[config.mk]
export PLATFORM = sky130hd
export DESIGN_NAME = sha1_padder
export DESIGN_NICKNAME = d
export VERILOG_FILES = /design/src/rtl/sha1_pkg.sv /design/src/rtl/sha1_last_word_pad.sv /design/src/rtl/sha1_padder.sv
export SDC_FILE = /design/constraint.sdc
export NUM_CORES = 1
export LEC_CHECK = 0
export CAP_MARGIN = 20
export CORE_ASPECT_RATIO = 2
export CORE_MARGIN = 8
export CORE_UTILIZATION = 30
export CTS_CLUSTER_DIAMETER = 40
export DETAILED_ROUTE_END_ITERATION = 6
export RECOVER_POWER = 50
export SYNTH_ARGS = -nofsm -noshare
export SYNTH_HDL_FRONTEND = slang
export SYNTH_SLANG_ARGS = --single-unit
[constraint.sdc]
create_clock -name clk_i -period 2.7 [get_ports clk_i]
set_input_delay 0.27 -clock clk_i [delete_from_list [all_inputs] [get_ports clk_i]]
set_output_delay 0.27 -clock clk_i [all_outputs]
set_load 0.005 [all_outputs]
[src/rtl/sha1_pkg.sv]
// Shared SHA-1 constants and types: block geometry, padder state encoding
// and the 512-bit block type handed from the padder to the sequencer.
package sha1_pkg;

  localparam int WORD_W      = 32;
  localparam int BLOCK_WORDS = 16;
  localparam int LEN_HI_IDX  = 14;
  localparam logic [WORD_W-1:0] PAD_WORD = 32'h8000_0000;

  typedef enum logic [1:0] {
    ST_FILL,
    ST_PAD,
    ST_LEN,
    ST_EMIT
  } pad_state_e;

  typedef logic [BLOCK_WORDS-1:0][WORD_W-1:0] block_t;

endpackage

[src/rtl/sha1_last_word_pad.sv]
// Combinational shaping of the final message word: keeps the valid leading
// bytes, drops the 0x80 marker into the first invalid byte and zeroes the rest.
module sha1_last_word_pad
  import sha1_pkg::*;
(
  input  logic [WORD_W-1:0] data_i,
  input  logic [1:0]        bytes_i,
  output logic [WORD_W-1:0] word_o,
  output logic              full_o
);

  // bytes_i == 0 means all four bytes are valid, so the marker spills into the next word
  always_comb begin
    word_o = data_i;
    case (bytes_i)
      2'd1:    word_o = {data_i[31:24], 8'h80, 16'h0000};
      2'd2:    word_o = {data_i[31:16], 8'h80, 8'h00};
      2'd3:    word_o = {data_i[31:8], 8'h80};
      default: word_o = data_i;
    endcase
  end

  assign full_o = (bytes_i == 2'd0);

endmodule

[src/rtl/sha1_padder.sv]
// SHA-1 message padder: collects big-endian message words into 512-bit
// blocks, appends the 0x80 marker, zero fill and the 64-bit bit length,
// and presents each finished block on a valid/ready handshake.
module sha1_padder
  import sha1_pkg::*;
(
  input  logic              clk_i,
  input  logic              rst_i,
  input  logic [31:0]       msg_data_i,
  input  logic              msg_valid_i,
  input  logic              msg_last_i,
  input  logic [1:0]        msg_bytes_i,
  output logic              msg_ready_o,
  output logic [15:0][31:0] block_o,
  output logic              block_valid_o,
  output logic              block_last_o,
  input  logic              block_ready_i
);

  localparam logic [3:0] IDX_LEN_PREV = 4'(LEN_HI_IDX - 1);
  localparam logic [3:0] IDX_TOP      = 4'(BLOCK_WORDS - 1);

  pad_state_e  state_q;
  logic [3:0]  idx_q;
  logic [60:0] byte_cnt_q;
  logic        pad_pending_q;
  logic        final_q;
  logic        padding_q;   // last word taken, length not yet written
  block_t      buf_q;

  logic [WORD_W-1:0] last_word;
  logic              last_full;
  logic [2:0]        word_bytes_d;
  logic [60:0]       byte_cnt_d;
  logic [3:0]        idx_d;
  logic [63:0]       len_d;

  sha1_last_word_pad u_last_word_pad (
    .data_i  (msg_data_i),
    .bytes_i (msg_bytes_i),
    .word_o  (last_word),
    .full_o  (last_full)
  );

  // Byte contribution of the current word, running count and length field
  always_comb begin
    word_bytes_d = 3'd4;
    if (msg_last_i && (msg_bytes_i != 2'd0)) begin
      word_bytes_d = {1'b0, msg_bytes_i};
    end
    byte_cnt_d = byte_cnt_q + {58'd0, word_bytes_d};
    idx_d      = idx_q + 4'd1;
    len_d      = {byte_cnt_q, 3'b000};
  end

  // Padder FSM with its slot index, byte counter and block buffer
  always_ff @(posedge clk_i or negedge rst_i) begin
    if (!rst_i) begin
      state_q       <= ST_FILL;
      idx_q         <= 4'd0;
      byte_cnt_q    <= '0;
      pad_pending_q <= 1'b0;
      final_q       <= 1'b0;
      padding_q     <= 1'b0;
      buf_q         <= '0;
    end else begin
      case (state_q)
        ST_FILL: begin
          if (msg_valid_i) begin
            idx_q      <= idx_d;
            byte_cnt_q <= byte_cnt_d;
            if (msg_last_i) begin
              buf_q[idx_q]  <= last_word;
              pad_pending_q <= last_full;
              padding_q     <= 1'b1;
              if ((idx_q == IDX_LEN_PREV) && !last_full) begin
                state_q <= ST_LEN;
              end else if (idx_q == IDX_TOP) begin
                final_q <= 1'b0;
                state_q <= ST_EMIT;
              end else begin
                state_q <= ST_PAD;
              end
            end else begin
              buf_q[idx_q] <= msg_data_i;
              if (idx_q == IDX_TOP) begin
                final_q       <= 1'b0;
                pad_pending_q <= 1'b0;
                state_q       <= ST_EMIT;
              end
            end
          end
        end
        ST_PAD: begin
          buf_q[idx_q]  <= pad_pending_q ? PAD_WORD : '0;
          pad_pending_q <= 1'b0;
          idx_q         <= idx_d;
          if (idx_q == IDX_LEN_PREV) begin
            state_q <= ST_LEN;
          end else if (idx_q == IDX_TOP) begin
            final_q <= 1'b0;
            state_q <= ST_EMIT;
          end
        end
        ST_LEN: begin
          buf_q[LEN_HI_IDX]     <= len_d[63:32];
          buf_q[LEN_HI_IDX + 1] <= len_d[31:0];
          final_q               <= 1'b1;
          padding_q             <= 1'b0;
          state_q               <= ST_EMIT;
        end
        default: begin
          if (block_ready_i) begin
            idx_q <= 4'd0;
            if (final_q) begin
              byte_cnt_q <= '0;
              final_q    <= 1'b0;
              state_q    <= ST_FILL;
            end else if (padding_q) begin
              state_q <= ST_PAD;
            end else begin
              state_q <= ST_FILL;
            end
          end
        end
      endcase
    end
  end

  assign msg_ready_o   = (state_q == ST_FILL);
  assign block_valid_o = (state_q == ST_EMIT);
  assign block_last_o  = (state_q == ST_EMIT) && final_q;
  assign block_o       = buf_q;

endmodule

==> results.py, run 1 <==
metrics = {
    "final_layout": {
        "fillers": 7389,
        "post-route-util_pct": 42.9,
        "layout_commonest_cell": "dfrtp_1",
        "layout.nets": 2968,
        "final_cell_mix": "dfrtp_1 (582), nand2_1 (575), o21ai_0 (534)",
        "fin_cells": 3981,
        "area_growth_pct": 41.7,
        "drive_above_1_share_pct": 9.31,
    },
    "routing": {
        "ant_nets": 0,
        "first_iter_violations": 906,
        "num_vias": 19463,
        "vias_per_cell": 4.89,
        "wire_per_inst_um": 22.7,
        "dr.pass1.iters": 5,
        "wl_um": 90400,
        "drc": 0,
    },
    "clock_tree": {
        "clk-insertion-delay-late_ns": 0.63,
        "clockRootBuffer": "clkbuf_16",
        "postCtsSetupBuffers": 0,
        "clk_path_buf_depth": 3,
        "numCtsBuffers": 57,
        "cts_tree": "built",
        "cts_sinks": 582,
        "cts.clk_slew.worst_paths_ns": 0.07,
        "cts_htree_levels": 2,
    },
    "critical_path": {
        "cp_max_fo": 9,
        "r2r-start": "state_q[1]",
        "crit_buf_inv": 2,
        "crit_path_start": "state_q[1]",
        "cp.arrival_ns": 3.08,
        "required_ns": 3.22,
        "cpPeakStageDelay_ns": 0.55,
        "path_cells": "inv_1 > ha_1 > and3b_2 > o21bai_2 > or4_4 > buf_4 > or4_1 > a21oi_1",
        "worst_setup_path_end_kind": "flop",
        "slowest_stage": "or4_4",
        "cp_top_family": "simple AND/OR/NAND/NOR gates",
        "crit_type": "flop to flop",
        "critPathLaunchType": "flop",
    },
    "logic_synthesis": {
        "ys.flop_type": "dfrtp_1",
        "synth_area_um2": 23000,
        "synth_cells": 2330,
        "async_flop_share_pct": 100,
        "yosys_warnings": 0,
        "synth-edff-count": 0,
        "yosys.cell_types.count": 55,
        "syn_avg_cell_area_um2": 9.87,
        "yosysSeqAreaShare_pct": 63.3,
        "syn_nets": 2382,
        "synth-seq-cells": 582,
    },
    "pwr": {
        "p_clk_share_pct": 23.4,
        "p_int_w": 0.0227,
        "p_seq_share_pct": 37.5,
        "p_sw_share_pct": 35.4,
        "switching_power_w": 0.0125,
        "power_density_nw_per_um2": 1080,
        "p_leak_nw": 14.7,
        "p_comb_share_pct": 39.1,
        "peakVddDrop_v": 0.000575,
    },
    "sta": {
        "finalClockSkew_ns": 0.0389,
        "finalCriticalPeriod_ns": 2.57,
        "hold_violations": 0,
        "slew_headroom_pct": -47.6,
        "fmaxAchievable_ghz": 0.389,
        "worstMarginPinSlew_ns": 2.21,
        "whs_ns": 0.418,
        "slew_violations": 65,
        "grt_setup_unrepaired": "true",
        "min_period_over_period_pct": 95.1,
        "setup_violations": 0,
    },
    "grt": {
        "grt_pass1_wl_um": 132000,
        "grt_start_max_net_pins": 69,
        "gr-total-overflow": 0,
        "grt_pass1_vias": 19571,
        "antenna_found_initial": 3,
        "grtUsageTotal_pct": 20.4,
    },
    "run_status": {
        "status": "finished, violations left",
        "violations": "capacitance limit, slew limit",
    },
    "floorplan": {
        "core_um2": 76000,
        "die_area_um2": 86300,
        "die_w_um": 212,
        "initial_utilization_pct": 30.3,
        "fp-row-count": 143,
        "io-pin-count": 554,
        "die_y_um": 408,
    },
    "hold_path": {
        "min-delay-start": "msg_data_i[18]",
        "min_path_type": "input port to flop",
    },
    "placement": {
        "place.gp.congestion": 0.899,
        "dp.cells": 3871,
        "portBuffers": 553,
        "dpl.hpwl_um": 68000,
    },
    "flow_run": {
        "max_cap_viol_count": 1,
    },
}
## cell type report
| class | count | area (µm²) | area share (%) |
|---|---|---|---|
| diodes | 3 | 7.51 | 0.0230 |
| clock buffers | 79 | 1630 | 5.00 |
| clock inverters | 27 | 315 | 0.968 |
| inverters | 16 | 60.1 | 0.184 |
| multi-input cells | 1556 | 7810 | 24.0 |
| flip-flops and latches | 582 | 14600 | 44.7 |
| well taps | 1015 | 1270 | 3.90 |
| repair buffers | 703 | 6940 | 21.3 |
## per-layer routing
metal | global-route usage (%) | part of all wire [%] | up-vias
li1 | - | - | 9132
met1 | 22.8 | 37 | 9400
met2 | 35.8 | 50 | 712
met3 | 4.40 | 6.8 | 217
met4 | 11.0 | 5.9 | 2
met5 | 0 | 0.014 | -
## cells by family (layout without fill, tap and decap cells)
family,Yosys count,in the layout,synth area share [%]
and+or+nand+nor,812,812,15.2
buffers and inverters,192,825,3.18
other,0,3,0
DFF,582,582,63.3
adders and majority gates,13,13,0.740
xor gates and xnor gates,18,18,0.685
AOI/OAI and AO/OA,706,706,16.6
muxes,7,7,0.321
## synth_stat cells, types with 4 or more instances
| library cell | count | area share, % |
|---|---|---|
| nand4_1 | 19 | 0.52 |
| nand2b_1 | 11 | 0.30 |
| nor3_1 | 15 | 0.33 |
| and2_1 | 8 | 0.22 |
| and3_1 | 11 | 0.30 |
| and4_1 | 4 | 0.15 |
| o21ai_0 | 537 | 12 |
| a22oi_1 | 42 | 1.4 |
| a22o_1 | 6 | 0.23 |
| dfrtp_1 | 582 | 63 |
| xnor2_1 | 13 | 0.49 |
| clkbuf_1 | 168 | 2.7 |
| inv_1 | 16 | 0.26 |
| o31ai_1 | 17 | 0.55 |
| a2bb2oi_1 | 4 | 0.15 |
| xor2_1 | 5 | 0.19 |
| nor4_1 | 13 | 0.35 |
| mux2i_1 | 4 | 0.17 |
| nand3_1 | 27 | 0.59 |
| ha_1 | 12 | 0.65 |
| or4_1 | 17 | 0.55 |
| or3_1 | 24 | 0.65 |
| or2_2 | 7 | 0.19 |
| a21oi_1 | 64 | 1.4 |
| nor2_1 | 55 | 0.90 |
| o211ai_1 | 4 | 0.13 |
| nor2b_1 | 12 | 0.33 |
| a21o_1 | 4 | 0.13 |
| buf_1 | 4 | 0.065 |
| o22ai_1 | 6 | 0.16 |
| nand2_1 | 582 | 9.5 |
## power by group through the flow
stage,Combinational (W),Sequential (W),Clock (W)
final,0.0138,0.0132,0.00825
after global routing,0.0150,0.0135,0.00876
after CTS,0.0145,0.0133,0.00846
after detailed placement,0.0145,0.0134,0
after global placement,0.0143,0.0133,0
after floorplan,0.00464,0.0134,0
## flip-flops by register name, summed over array words and instances (netlist names)
register and count:
final_q 1, padding_q 1, state_q 2, block_o 512, idx_q 4, pad_pending_q 1, byte_cnt_q 61
## through the flow
step	instance area [µm²]	setup WS [ns]	total power, W	setup TNS [ns]
after floorplan	23000	0.0333	0.0180	0
after global placement	30700	-0.372	0.0276	-7.80
after detailed placement	30700	-0.472	0.0279	-11.28
after CTS	32600	0.0439	0.0362	0
after global routing	32600	-0.0299	0.0373	-1.04
final	32600	0.132	0.0352	0
## path summary, 6_finish.rpt
path	to	slack [ns]	depth (start not counted)
worst min-delay path	block_o[498]	0.42	3
min in group asynchronous	block_o[329]	0.86	2
worst max-delay path	byte_cnt_q[41]	0.13	8
worst min register to register	block_o[60]	0.47	2
worst max register to register	byte_cnt_q[41]	0.13	8
max in group asynchronous	block_o[84]	0.30	3
## worst register-to-register path, cell delays in order (launching register included)
cell	delay (ns)
dfrtp_1	0.41
inv_1	0.10
ha_1	0.23
and3b_2	0.28
o21bai_2	0.08
or4_4	0.55
buf_4	0.19
or4_1	0.49
a21oi_1	0.16
## timing repair
| action | in CTS | in global routing |
|---|---|---|
| resized for setup | 0 | 6 |
| hold buffers | 1 | 0 |
| hold endpoints to repair | 47 | 0 |
| setup endpoints to repair | 0 | 91 |
No activity file was read; power rests on OpenSTA's default activity.
==> inputs of run 2 (changes only) <==
--- a/config.mk
+++ b/config.mk
@@ -5,7 +5,7 @@
 export SDC_FILE = /design/constraint.sdc
 export NUM_CORES = 1
 export LEC_CHECK = 0
-export CAP_MARGIN = 20
+export CAP_MARGIN = 30
 export CORE_ASPECT_RATIO = 2
 export CORE_MARGIN = 8
 export CORE_UTILIZATION = 30
==> results of run 2 <==
Same layout as run 1: the final DEF is identical, and so are final timing and power.
==> inputs of run 3 (changes only) <==
--- a/config.mk
+++ b/config.mk
@@ -8,9 +8,10 @@
 export CAP_MARGIN = 30
 export CORE_ASPECT_RATIO = 2
 export CORE_MARGIN = 8
-export CORE_UTILIZATION = 30
+export CORE_UTILIZATION = 45
 export CTS_CLUSTER_DIAMETER = 40
 export DETAILED_ROUTE_END_ITERATION = 6
+export PLACE_DENSITY = 0.76
 export RECOVER_POWER = 50
 export SYNTH_ARGS = -nofsm -noshare
 export SYNTH_HDL_FRONTEND = slang
==> run 3 against run 2 <==
  * The flow still finishes with violations (capacitance limit, slew limit)
  * Count of clock-buffer cells in the layout shrank 3
  * Clock power rose by 0.5%
  * Clock skew fell by 0.0096 ns
  * Sequential share of layout area grew 0.95 points
  * Via count is 4.6% higher
  * Fmax shrank 0.99%
  * Die area shrank 32%
  * Flip-flop and latch count is the same
==> results.py, run 3 (synthesis results as in run 1) <==
metrics = {
    "run_status": {
        "status": "finished, violations left",
        "violations": "capacitance limit, slew limit",
    },
    "pwr": {
        "power_density_nw_per_um2": 1110,
        "peakVddDrop_v": 0.000803,
        "p_leak_nw": 14.6,
    },
    "routing": {
        "ant_nets": 0,
        "wire_per_inst_um": 24.4,
        "first_iter_violations": 1958,
        "wl_um": 87900,
        "vias_per_cell": 5.66,
        "num_vias": 20361,
        "dr.pass1.iters": 5,
        "drc": 0,
    },
    "final_layout": {
        "drive_above_1_share_pct": 8.63,
        "layout.nets": 2954,
        "fin_cells": 3598,
        "post-route-util_pct": 63.0,
        "layout_commonest_cell": "dfrtp_1",
        "final_cell_mix": "dfrtp_1 (582), nand2_1 (575), o21ai_0 (534)",
        "area_growth_pct": 38.7,
        "largest_reg_flops": 512,
        "fillers": 4117,
    },
    "floorplan": {
        "die_w_um": 176,
        "io-pin-count": 554,
        "core_um2": 50700,
        "fp-row-count": 117,
        "initial_utilization_pct": 45.4,
        "die_y_um": 336,
        "die_area_um2": 59100,
    },
    "critical_path": {
        "reg2reg_slack_ns": 0.11,
        "cp.arrival_ns": 3.10,
        "r2r-end": "byte_cnt_q[35]",
        "critPathLaunchType": "flop",
        "r2r-start": "byte_cnt_q[13]",
        "ff2ff_path_depth": 6,
        "cp_max_fo": 23,
        "required_ns": 3.21,
        "worst_setup_path_end_kind": "flop",
        "crit_type": "flop to flop",
    },
    "sta": {
        "finalCriticalPeriod_ns": 2.59,
        "fmaxAchievable_ghz": 0.386,
        "grt_setup_unrepaired": "false",
        "setup_violations": 0,
        "min_period_over_period_pct": 96.1,
        "worstMarginPinSlew_ns": 1.55,
        "hold_violations": 0,
        "slew_violations": 64,
        "slew_headroom_pct": -3.24,
        "finalClockSkew_ns": 0.0293,
    },
    "grt": {
        "grt_pass1_wl_um": 131000,
        "grt_pass1_vias": 20737,
        "gr-total-overflow": 0,
        "antenna_found_initial": 2,
        "grtUsageTotal_pct": 29.2,
        "grt_start_max_net_pins": 83,
    },
    "placement": {
        "portBuffers": 553,
        "dp.cells": 3500,
        "place.gp.congestion": 0.952,
        "dpl.hpwl_um": 64600,
    },
    "clock_tree": {
        "cts_tree": "built",
        "clk_path_buf_depth": 3,
        "cts.clk_slew.worst_paths_ns": 0.06,
        "cts_htree_levels": 2,
        "cts_sinks": 582,
        "clk-insertion-delay-late_ns": 0.61,
        "clockRootBuffer": "clkbuf_16",
        "numCtsBuffers": 53,
    },
    "flow_run": {
        "max_cap_viol_count": 1,
    },
    "hold_path": {
        "min_path_type": "input port to asynchronous set/reset pin",
    },
}
==> run 3: worst max-delay path: stages, from the launching register on <==
cell,delay [ns]
dfrtp_1,0.37
nand4_2,0.15
or4_4,0.58
or4_1,0.55
buf_6,0.20
or4_1,0.51
a21oi_1,0.16
==> run 3: metrics by stage <==
| step | area (µm²) | TNS [ns] | hold WS (ns) | setup slack [ns] | power (W) |
|---|---|---|---|---|---|
| 6_report | 31900 | 0 | 0.210 | 0.106 | 0.0353 |
| 4_1_cts | 32000 | 0 | 0.266 | 0.0915 | 0.0361 |
| 3_5_place_dp | 30100 | -9.45 | 0.297 | -0.456 | 0.0277 |
| 5_1_grt | 31900 | 0 | 0.249 | 0.00467 | 0.0372 |
| 2_1_floorplan | 23000 | 0 | -0.0256 | 0.0333 | 0.0180 |
| 3_3_place_gp | 30000 | -6.68 | 0.292 | -0.383 | 0.0272 |
==> run 3: worst max-delay path by stage <==
stage | start | to | slack (ns) | cells after the start
final | byte_cnt_q[13] | byte_cnt_q[35] | 0.11 | 6
after global routing | state_q[1] | block_o[309] | 0.005 | 11
after CTS | byte_cnt_q[13] | byte_cnt_q[35] | 0.09 | 6
after detailed placement | msg_last_i | byte_cnt_q[32] | -0.46 | 10
after global placement | msg_last_i | byte_cnt_q[36] | -0.38 | 10
after floorplan | msg_bytes_i[1] | byte_cnt_q[35] | 0.03 | 11
==> run 3: layout make-up <==
cell class	instances	area, µm²	area share (%)
diodes	2	5.00	0.0157
clock buffers	76	1570	4.93
clock inverters	19	353	1.11
inverters	16	60.1	0.188
multi-input cells	1556	7780	24.4
flip-flops and latches	582	14600	45.6
well taps	654	818	2.56
repair buffers	693	6760	21.2
==> run 3: power breakdown <==
group	switching (W)	internal, W	leakage, nW	total (W)
combinational	0.00721	0.00638	5.89	0.0136
clock	0.00344	0.00485	0.926	0.00829
sequential	0.00187	0.0116	7.80	0.0135
total	0.0125	0.0228	14.6	0.0353
==> run 3: repair_timing <==
action                                  4_1_cts  5_1_grt
resized for setup                             0        5
endpoints found under the setup margin        0       32
hold buffers                                  1        0
endpoints found under the hold margin        55        0
setup buffers                                 0        0
==> run 3: per-layer routing <==
layer / part of all wire (%) / global-route usage (%) / up-vias
met5: 0.016 / 0 / -
met4: 7.3 / 19.1 / 2
met3: 7.6 / 6.19 / 270
met2: 51 / 51.0 / 1028
met1: 34 / 31.5 / 9960
li1: - / - / 9101
